$ cat config.mk
export PLATFORM = sky130hd
export DESIGN_NAME = gen_delta_div
export DESIGN_NICKNAME = d
export VERILOG_FILES = /design/src/rtl/gen_delta_div.sv
export SDC_FILE = /design/constraint.sdc
export NUM_CORES = 1
export LEC_CHECK = 0
export ABC_AREA = 1
export ABC_CLOCK_PERIOD_IN_PS = 1600
export CORE_UTILIZATION = 51
export DETAILED_ROUTE_END_ITERATION = 8
export HOLD_SLACK_MARGIN = 0.06
export PLACE_DENSITY = 0.89
export SETUP_SLACK_MARGIN = 0.1
export SYNTH_ARGS = -nofsm -noshare
export SYNTH_HDL_FRONTEND = slang
export SYNTH_SLANG_ARGS = --single-unit
$ cat constraint.sdc
create_clock -name clock -period 1.6 [get_ports clock]
set_input_delay 0.4 -clock clock [delete_from_list [all_inputs] [get_ports clock]]
set_output_delay 0.4 -clock clock [all_outputs]
set_load 0.05 [all_outputs]
$ cat src/rtl/gen_delta_div.sv
// Runtime slope generator: delta = y / x as fixed-point DT_I.DT_D, computed by an
// iterative restoring divider (one quotient bit per clock) behind valid/ready handshakes.
module gen_delta_div #(
  parameter int DSIZE  = 16,
  parameter int DT_I   = 8,
  parameter int DT_D   = 4,
  parameter int SIGNED = 0
) (
  input  logic                   clock,
  input  logic                   rst_n,
  input  logic                   in_valid,
  output logic                   in_ready,
  input  logic [DSIZE-1:0]       x_displacement,
  input  logic [DSIZE-1:0]       y_displacement,
  output logic                   out_valid,
  input  logic                   out_ready,
  output logic [DT_I+DT_D-1:0]   delta,
  output logic                   sat,
  output logic                   div0,
  output logic [1:0]             dbg_state
);

  localparam int W  = DT_I + DT_D;
  localparam int N  = DSIZE + DT_D;
  localparam int CW = $clog2(N + 1);

  // Handshake: a transfer happens on a rising edge where valid and ready are both high;
  // out_valid and the result stay stable until that edge.
  typedef enum logic [1:0] {IDLE = 2'd0, CALC = 2'd1, DONE = 2'd2} state_t;

  state_t           state_q, state_d;
  logic [DSIZE-1:0] x_q, x_d;
  logic [N-1:0]     quo_q, quo_d;
  logic [DSIZE-1:0] rem_q, rem_d;
  logic [CW-1:0]    cnt_q, cnt_d;
  logic             neg_q, neg_d;
  logic             yzero_q, yzero_d;
  logic             out_valid_q, out_valid_d;
  logic [W-1:0]     delta_q, delta_d;
  logic             sat_q, sat_d;
  logic             div0_q, div0_d;

  logic [DSIZE:0]   rem_sh;
  logic             ge;
  logic [DSIZE-1:0] mag;
  logic [W-1:0]     mag_max;
  logic [W-1:0]     m;
  logic             ovf;

  always_comb begin
    state_d     = state_q;
    x_d         = x_q;
    quo_d       = quo_q;
    rem_d       = rem_q;
    cnt_d       = cnt_q;
    neg_d       = neg_q;
    yzero_d     = yzero_q;
    out_valid_d = out_valid_q;
    delta_d     = delta_q;
    sat_d       = sat_q;
    div0_d      = div0_q;

    rem_sh  = {rem_q, quo_q[N-1]};
    ge      = rem_sh >= {1'b0, x_q};
    mag     = y_displacement;
    m       = '0;
    ovf     = 1'b0;
    mag_max = (SIGNED != 0) ? {1'b0, {(W-1){1'b1}}} : {W{1'b1}};

    unique case (state_q)
      IDLE: begin
        if (in_valid) begin
          neg_d   = (SIGNED != 0) && y_displacement[DSIZE-1];
          mag     = neg_d ? (~y_displacement + 1'b1) : y_displacement;
          x_d     = x_displacement;
          quo_d   = N'(mag) << DT_D;
          rem_d   = '0;
          cnt_d   = '0;
          yzero_d = (y_displacement == '0);
          state_d = (x_displacement == '0) ? DONE : CALC;
        end
      end
      CALC: begin
        rem_d = ge ? DSIZE'(rem_sh - {1'b0, x_q}) : rem_sh[DSIZE-1:0];
        quo_d = {quo_q[N-2:0], ge};
        cnt_d = cnt_q + 1'b1;
        if (cnt_q == CW'(N - 1)) state_d = DONE;
      end
      DONE: begin
        // First DONE cycle publishes the clamped, signed result; later cycles wait to retire.
        if (!out_valid_q) begin
          if (x_q == '0) begin
            div0_d = 1'b1;
            sat_d  = !yzero_q;
            m      = yzero_q ? '0 : mag_max;
          end else begin
            div0_d = 1'b0;
            ovf    = (SIGNED != 0) ? ((quo_q >> (W - 1)) != '0) : ((quo_q >> W) != '0);
            sat_d  = ovf;
            m      = ovf ? mag_max : W'(quo_q);
          end
          delta_d     = neg_q ? (~m + 1'b1) : m;
          out_valid_d = 1'b1;
        end else if (out_ready) begin
          out_valid_d = 1'b0;
          state_d     = IDLE;
        end
      end
      default: state_d = IDLE;
    endcase
  end

  always_ff @(posedge clock or negedge rst_n) begin
    if (!rst_n) begin
      state_q     <= IDLE;
      x_q         <= '0;
      quo_q       <= '0;
      rem_q       <= '0;
      cnt_q       <= '0;
      neg_q       <= 1'b0;
      yzero_q     <= 1'b0;
      out_valid_q <= 1'b0;
      delta_q     <= '0;
      sat_q       <= 1'b0;
      div0_q      <= 1'b0;
    end else begin
      state_q     <= state_d;
      x_q         <= x_d;
      quo_q       <= quo_d;
      rem_q       <= rem_d;
      cnt_q       <= cnt_d;
      neg_q       <= neg_d;
      yzero_q     <= yzero_d;
      out_valid_q <= out_valid_d;
      delta_q     <= delta_d;
      sat_q       <= sat_d;
      div0_q      <= div0_d;
    end
  end

  assign in_ready  = (state_q == IDLE);
  assign out_valid = out_valid_q;
  assign delta     = delta_q;
  assign sat       = sat_q;
  assign div0      = div0_q;
  assign dbg_state = state_q;

endmodule

==> results.toml, run 1 <==
[status]
status = "did not finish"
flow.stopped_at = "global routing"
firstError = "[ERROR GRT-0232] Routing congestion too high. Check the congestion heatmap in the GUI."

[synthesis]
synth_seq_cells = 75
post_synth_arst_share_pct = 100
synth_area_mm2 = 0.00449
avgSynthCellArea_um2 = 7.52
synth_top_area_cell = "dfrtp_1"
netlist_top_cells_area = "dfrtp_1, nand2_1, inv_1"
postSynthNetCount = 651
synth_enable_flop_cells = 0
yosysSeqAreaShare_pct = 41.8
count_of_yosys_warnings_during_synthesis = 0
postSynthCellCount = 597
synth_cell_types = 38
post-synth-top-area-fraction_pct = 41.8
dominantRegCellSynth = "dfrtp_1"

[grt]
grt_start_max_net_pins = 57
grt_overflow_total = 25
grtUsageTotal_pct = 74.1

[clock_tree]
numClockSinks = 75
cts_inserted_buffers = 9
clockBufferDepth = 2
cts_root_buf = "clkbuf_8"
cts-htree-levels = 3

[place]
place_worst_setup_slack_ps = -329
place.port_buffers = 53
place.gp.congestion = 0.921
dp_hpwl_mm = 10.1

[timing]
worst_path_end_type = "register data pin"
postGrtWorstEndpoint = "rem_q[8]$_DFFE_PN0P_/D"

[die]
pin_count = 54
die_w_um = 95.9
placement_rows = 33
die_h_um = 95.9
initial_core_util_pct = 53.6
## cells by family after synthesis
| kind of cell | after synthesis | share of synthesized area (%) |
|---|---|---|
| mux | 2 | 0.446 |
| simple gates | 298 | 31.3 |
| compound gates | 77 | 9.39 |
| buf+inv | 121 | 10.8 |
| fa+ha+maj | 18 | 5.18 |
| xor+xnor | 6 | 1.17 |
| flops | 75 | 41.8 |
## routing by layer
layer	GRT overflow	global-route usage, %
met5	0	17.3
met4	10	72.8
met3	0	57.9
met2	15	89.4
met1	0	76.9
## cells in the mapped netlist, types with 4 or more instances
| library cell | n |
|---|---|
| dfrtp_1 | 75 |
| nand3_2 | 9 |
| o21ai_0 | 29 |
| clkbuf_1 | 9 |
| nand2_1 | 166 |
| inv_1 | 97 |
| nor3_1 | 4 |
| nor2_2 | 5 |
| ha_1 | 17 |
| nand2_2 | 6 |
| nor4_1 | 8 |
| nand3_1 | 55 |
| xnor2_1 | 4 |
| buf_2 | 4 |
| nor2_1 | 17 |
| nand4_1 | 13 |
| o22ai_1 | 18 |
| nand3b_1 | 7 |
| inv_2 | 7 |
| a21oi_1 | 25 |
## timing repair
item | CTS
pin swaps | 13
resized for setup | 84
buffers inserted | 12
setup endpoints to repair | 55
cloned | 2
hold buffers | 1
hold endpoints to repair | 21
## through the flow
stage	setup TNS [ps]	instances	hold slack [ps]	instance area, um2	utilization (%)
after CTS	-4890	854	532	6750	80.5
after detailed placement	-11000	823	442	6080	72.6
after global placement	-6910	823	415	6080	72.6
after floorplan	-984	597	104	4670	-
==> run 2, diff against run 1 <==
==> config.mk (replaced) <==
export PLATFORM = sky130hd
export DESIGN_NAME = gen_delta_div
export DESIGN_NICKNAME = d
export VERILOG_FILES = /design/src/rtl/gen_delta_div.sv
export SDC_FILE = /design/constraint.sdc
export NUM_CORES = 1
export LEC_CHECK = 0
export ABC_AREA = 1
export ABC_CLOCK_PERIOD_IN_PS = 2100
export CORE_UTILIZATION = 40
export DETAILED_ROUTE_END_ITERATION = 8
export PLACE_DENSITY_LB_ADDON = 0.15
export SYNTH_ARGS = -nofsm -noshare
export SYNTH_HDL_FRONTEND = slang
export SYNTH_SLANG_ARGS = --single-unit
==> constraint.sdc (replaced) <==
create_clock -name clock -period 2.1 [get_ports clock]
set_input_delay 0.525 -clock clock [delete_from_list [all_inputs] [get_ports clock]]
set_output_delay 0.525 -clock clock [all_outputs]
set_load 0.05 [all_outputs]
==> results.toml, run 2 <==
[drt]
route.detailed.drc = 0
vias = 4060
firstDrtPassIters = 4
drt_wl_total_mm = 11.4
antenna_violating_nets_post_route = 0
vias_per_cell = 5.04
dr.first_iter.drc_count = 159
wl_per_cell_um = 14.2

[grt]
grt_overflow_total = 0
via_count_of_the_first_global_routing_pass = 3954
first_pass_grt_wire_length_mm = 18.7
grtUsageTotal_pct = 21.0
initial_antenna_violation_count = 0
grt_start_max_net_pins = 41

[clock_tree]
worst_setup_hold_path_clk_slew_ps = 80
cts_inserted_buffers = 9
cts-htree-levels = 3
clockBufferDepth = 2
worst_skew_pair.late_latency_ps = 360
cts_tree = "done"
numClockSinks = 75
cts_hold_buf = 0
cts_root_buf = "clkbuf_8"

[synthesis]
yosysSeqAreaShare_pct = 41.8
synth_seq_cells = 75
combinational_family_with_the_most_area_after_synthesis = "simple AND/OR/NAND/NOR gates"
xor_xnor_portion_of_the_synthesized_cell_area_pct = 1.17
postSynthNetCount = 651
synth_simple_gate_area_share_pct = 31.3
netlist_top_cells_area = "dfrtp_1, nand2_1, inv_1"
dominantRegCellSynth = "dfrtp_1"
synth_area_mm2 = 0.00449
yosys.area_share.adder_pct = 5.18
synth_top_area_cell = "dfrtp_1"
netlist_top_cells_count = "nand2_1, inv_1, dfrtp_1"
synth_compound_area_share_pct = 9.39
synth_cell_types = 38
count_of_yosys_warnings_during_synthesis = 0
synthMostInstantiatedCell = "nand2_1"
postSynthCellCount = 597
post_synth_arst_share_pct = 100
post-synth-top-area-fraction_pct = 41.8
synth_enable_flop_cells = 0
post_synth_mux_area_share_pct = 0.446
avgSynthCellArea_um2 = 7.52

[worst_setup_path]
cp_data_required_time_ps = 1570
critical_path_arrival_ps = 1530
crit_fanout = 2
regToRegStartpoint = "x_q[14]$_DFFE_PN0P_"
crit_path_max_incr_delay_ps = 810
cpLargestDelayFamily = "buffers and inverters"
worst-path-buf-inv = 1
timing.critical_path.from_type = "flip-flop"
timing.critical_path.cells = "clkdlybuf4s50_1"
timing.critical_path.to_type = "primary output"
rr_endpoint = "rem_q[0]$_DFFE_PN0P_"
path_class = "flip-flop to primary output"
reg2reg_depth = 11
r2r_slack_ps = 160
cp_slowest_cell = "clkdlybuf4s50_1"

[final_layout]
final_cell_mix = "nand2_1, inv_1, dfrtp_1"
flow.area_growth_from_synthesis_pct = 24.7
finalCoreUtilization_pct = 51.5
finalNetCount = 714
largest_reg_flops = 20
antenna_cells_inserted = 0
fillCellCount = 1080
registers.top_by_ff_count = "quo_q"
layout.cells.most_common = "nand2_1"
largestRegisters = "quo_q x20, rem_q x16, x_q x16"
drive_above_1_share_pct = 12.5

[timing]
min_period_over_period_pct = 98.0
slew_headroom_pct = 45.5
period_needed_ps = 2060
finalHoldViolations = 0
finalClockSkew_ps = 7.63
slew_violations = 0
timing.fmax_mhz = 486
actual_transition_at_the_worst_max_transition_pin_ps = 815
setup_viol_count_final = 0

[die]
fp.dieArea_mm2 = 0.0117
floorplan.core_area_mm2 = 0.0109
die_h_um = 108
die_w_um = 108
placement_rows = 38
pin_count = 54
initial_core_util_pct = 41.3

[place]
place.gp.congestion = 0.905
place.port_buffers = 53
dp_hpwl_mm = 8.55

[status]
status = "finished, final reports clean"

[flow_run]
max_cap_violations = 0

[min_path]
hold_path.class = "input port to asynchronous set/reset pin"
## run 2: cell families (layout without fill, tap and decap cells)
family	Yosys count	count (layout)
AND/OR/NAND/NOR	298	298
multiplexers	2	2
flip-flops	75	75
buffers and inverters	121	189
AO/OA/AOI/OAI	77	77
adder cells (fa/ha/maj)	18	18
XOR/XNOR	6	6
## run 2: per-layer routing
metal  part of all wire, %  track usage (%)  vias to the layer above
li1                      -                -                     2056
met1                    46             26.7                     1917
met2                    49             36.1                       75
met3                   3.4             3.62                       12
met4                   1.1             6.75                        0
met5                     0                0                        -
## run 2: area by class of cell
class	count	area, um2	share of cell area [%]
multi-input combinational	401	2250	40.2
clock buffer	9	124	2.21
clock inverter	7	98.8	1.76
tap	140	175	3.13
inverter	104	390	6.97
timing repair buffer	69	687	12.3
sequential	75	1880	33.5
## run 2: worst max-delay path by stage
stage | startpoint | to | cells after the start
floorplan | rem_q[13]$_DFFE_PN0P_ | rem_q[6]$_DFFE_PN0P_ | 12
global placement | x_displacement[11] | dbg_state[0]$_DFFE_PN0P_ | 5
detailed placement | x_displacement[11] | dbg_state[0]$_DFFE_PN0P_ | 5
CTS | delta[0]$_DFFE_PN0P_ | delta[0] | 1
global route | x_q[14]$_DFFE_PN0P_ | rem_q[2]$_DFFE_PN0P_ | 13
finish | delta[3]$_DFFE_PN0P_ | delta[3] | 1
## run 2: per-stage QoR
| stage | worst slack (ps) | cell area (um2) | setup TNS [ps] | std cells | hold slack (ps) |
|---|---|---|---|---|---|
| final | 41.9 | 5600 | 0 | 805 | 23.6 |
| after global routing | -2.94 | 5600 | -2.94 | 805 | 23.3 |
| after CTS | 4.61 | 5440 | 0 | 803 | 9.27 |
| after detailed placement | 54.7 | 5220 | 0 | 787 | 407 |
| after global placement | 96.9 | 5220 | 0 | 787 | 408 |
| after floorplan | 325 | 4490 | 0 | 597 | 229 |
## run 2: worst register-to-register path, stage by stage (launching register included)
cell,delay [ps]
dfrtp_1,360
inv_1,100
ha_1,290
a21oi_1,200
nor2_1,60
nor2_1,90
nand2_1,90
nor2_4,220
buf_6,160
nand3_1,80
nand3_1,90
o21ai_0,90
## run 2: repair_timing
item	4_1_cts	5_1_grt
gates resized for setup	3	34
buffers inserted	0	1
gates cloned	0	1
endpoints found under the setup margin	3	24
hold endpoints to repair	0	0
pin swaps	0	3
Power of run 2 is left out: the tool's default activity adds up to more than one toggle a clock period on the data nets, which glitch-free logic cannot reach.
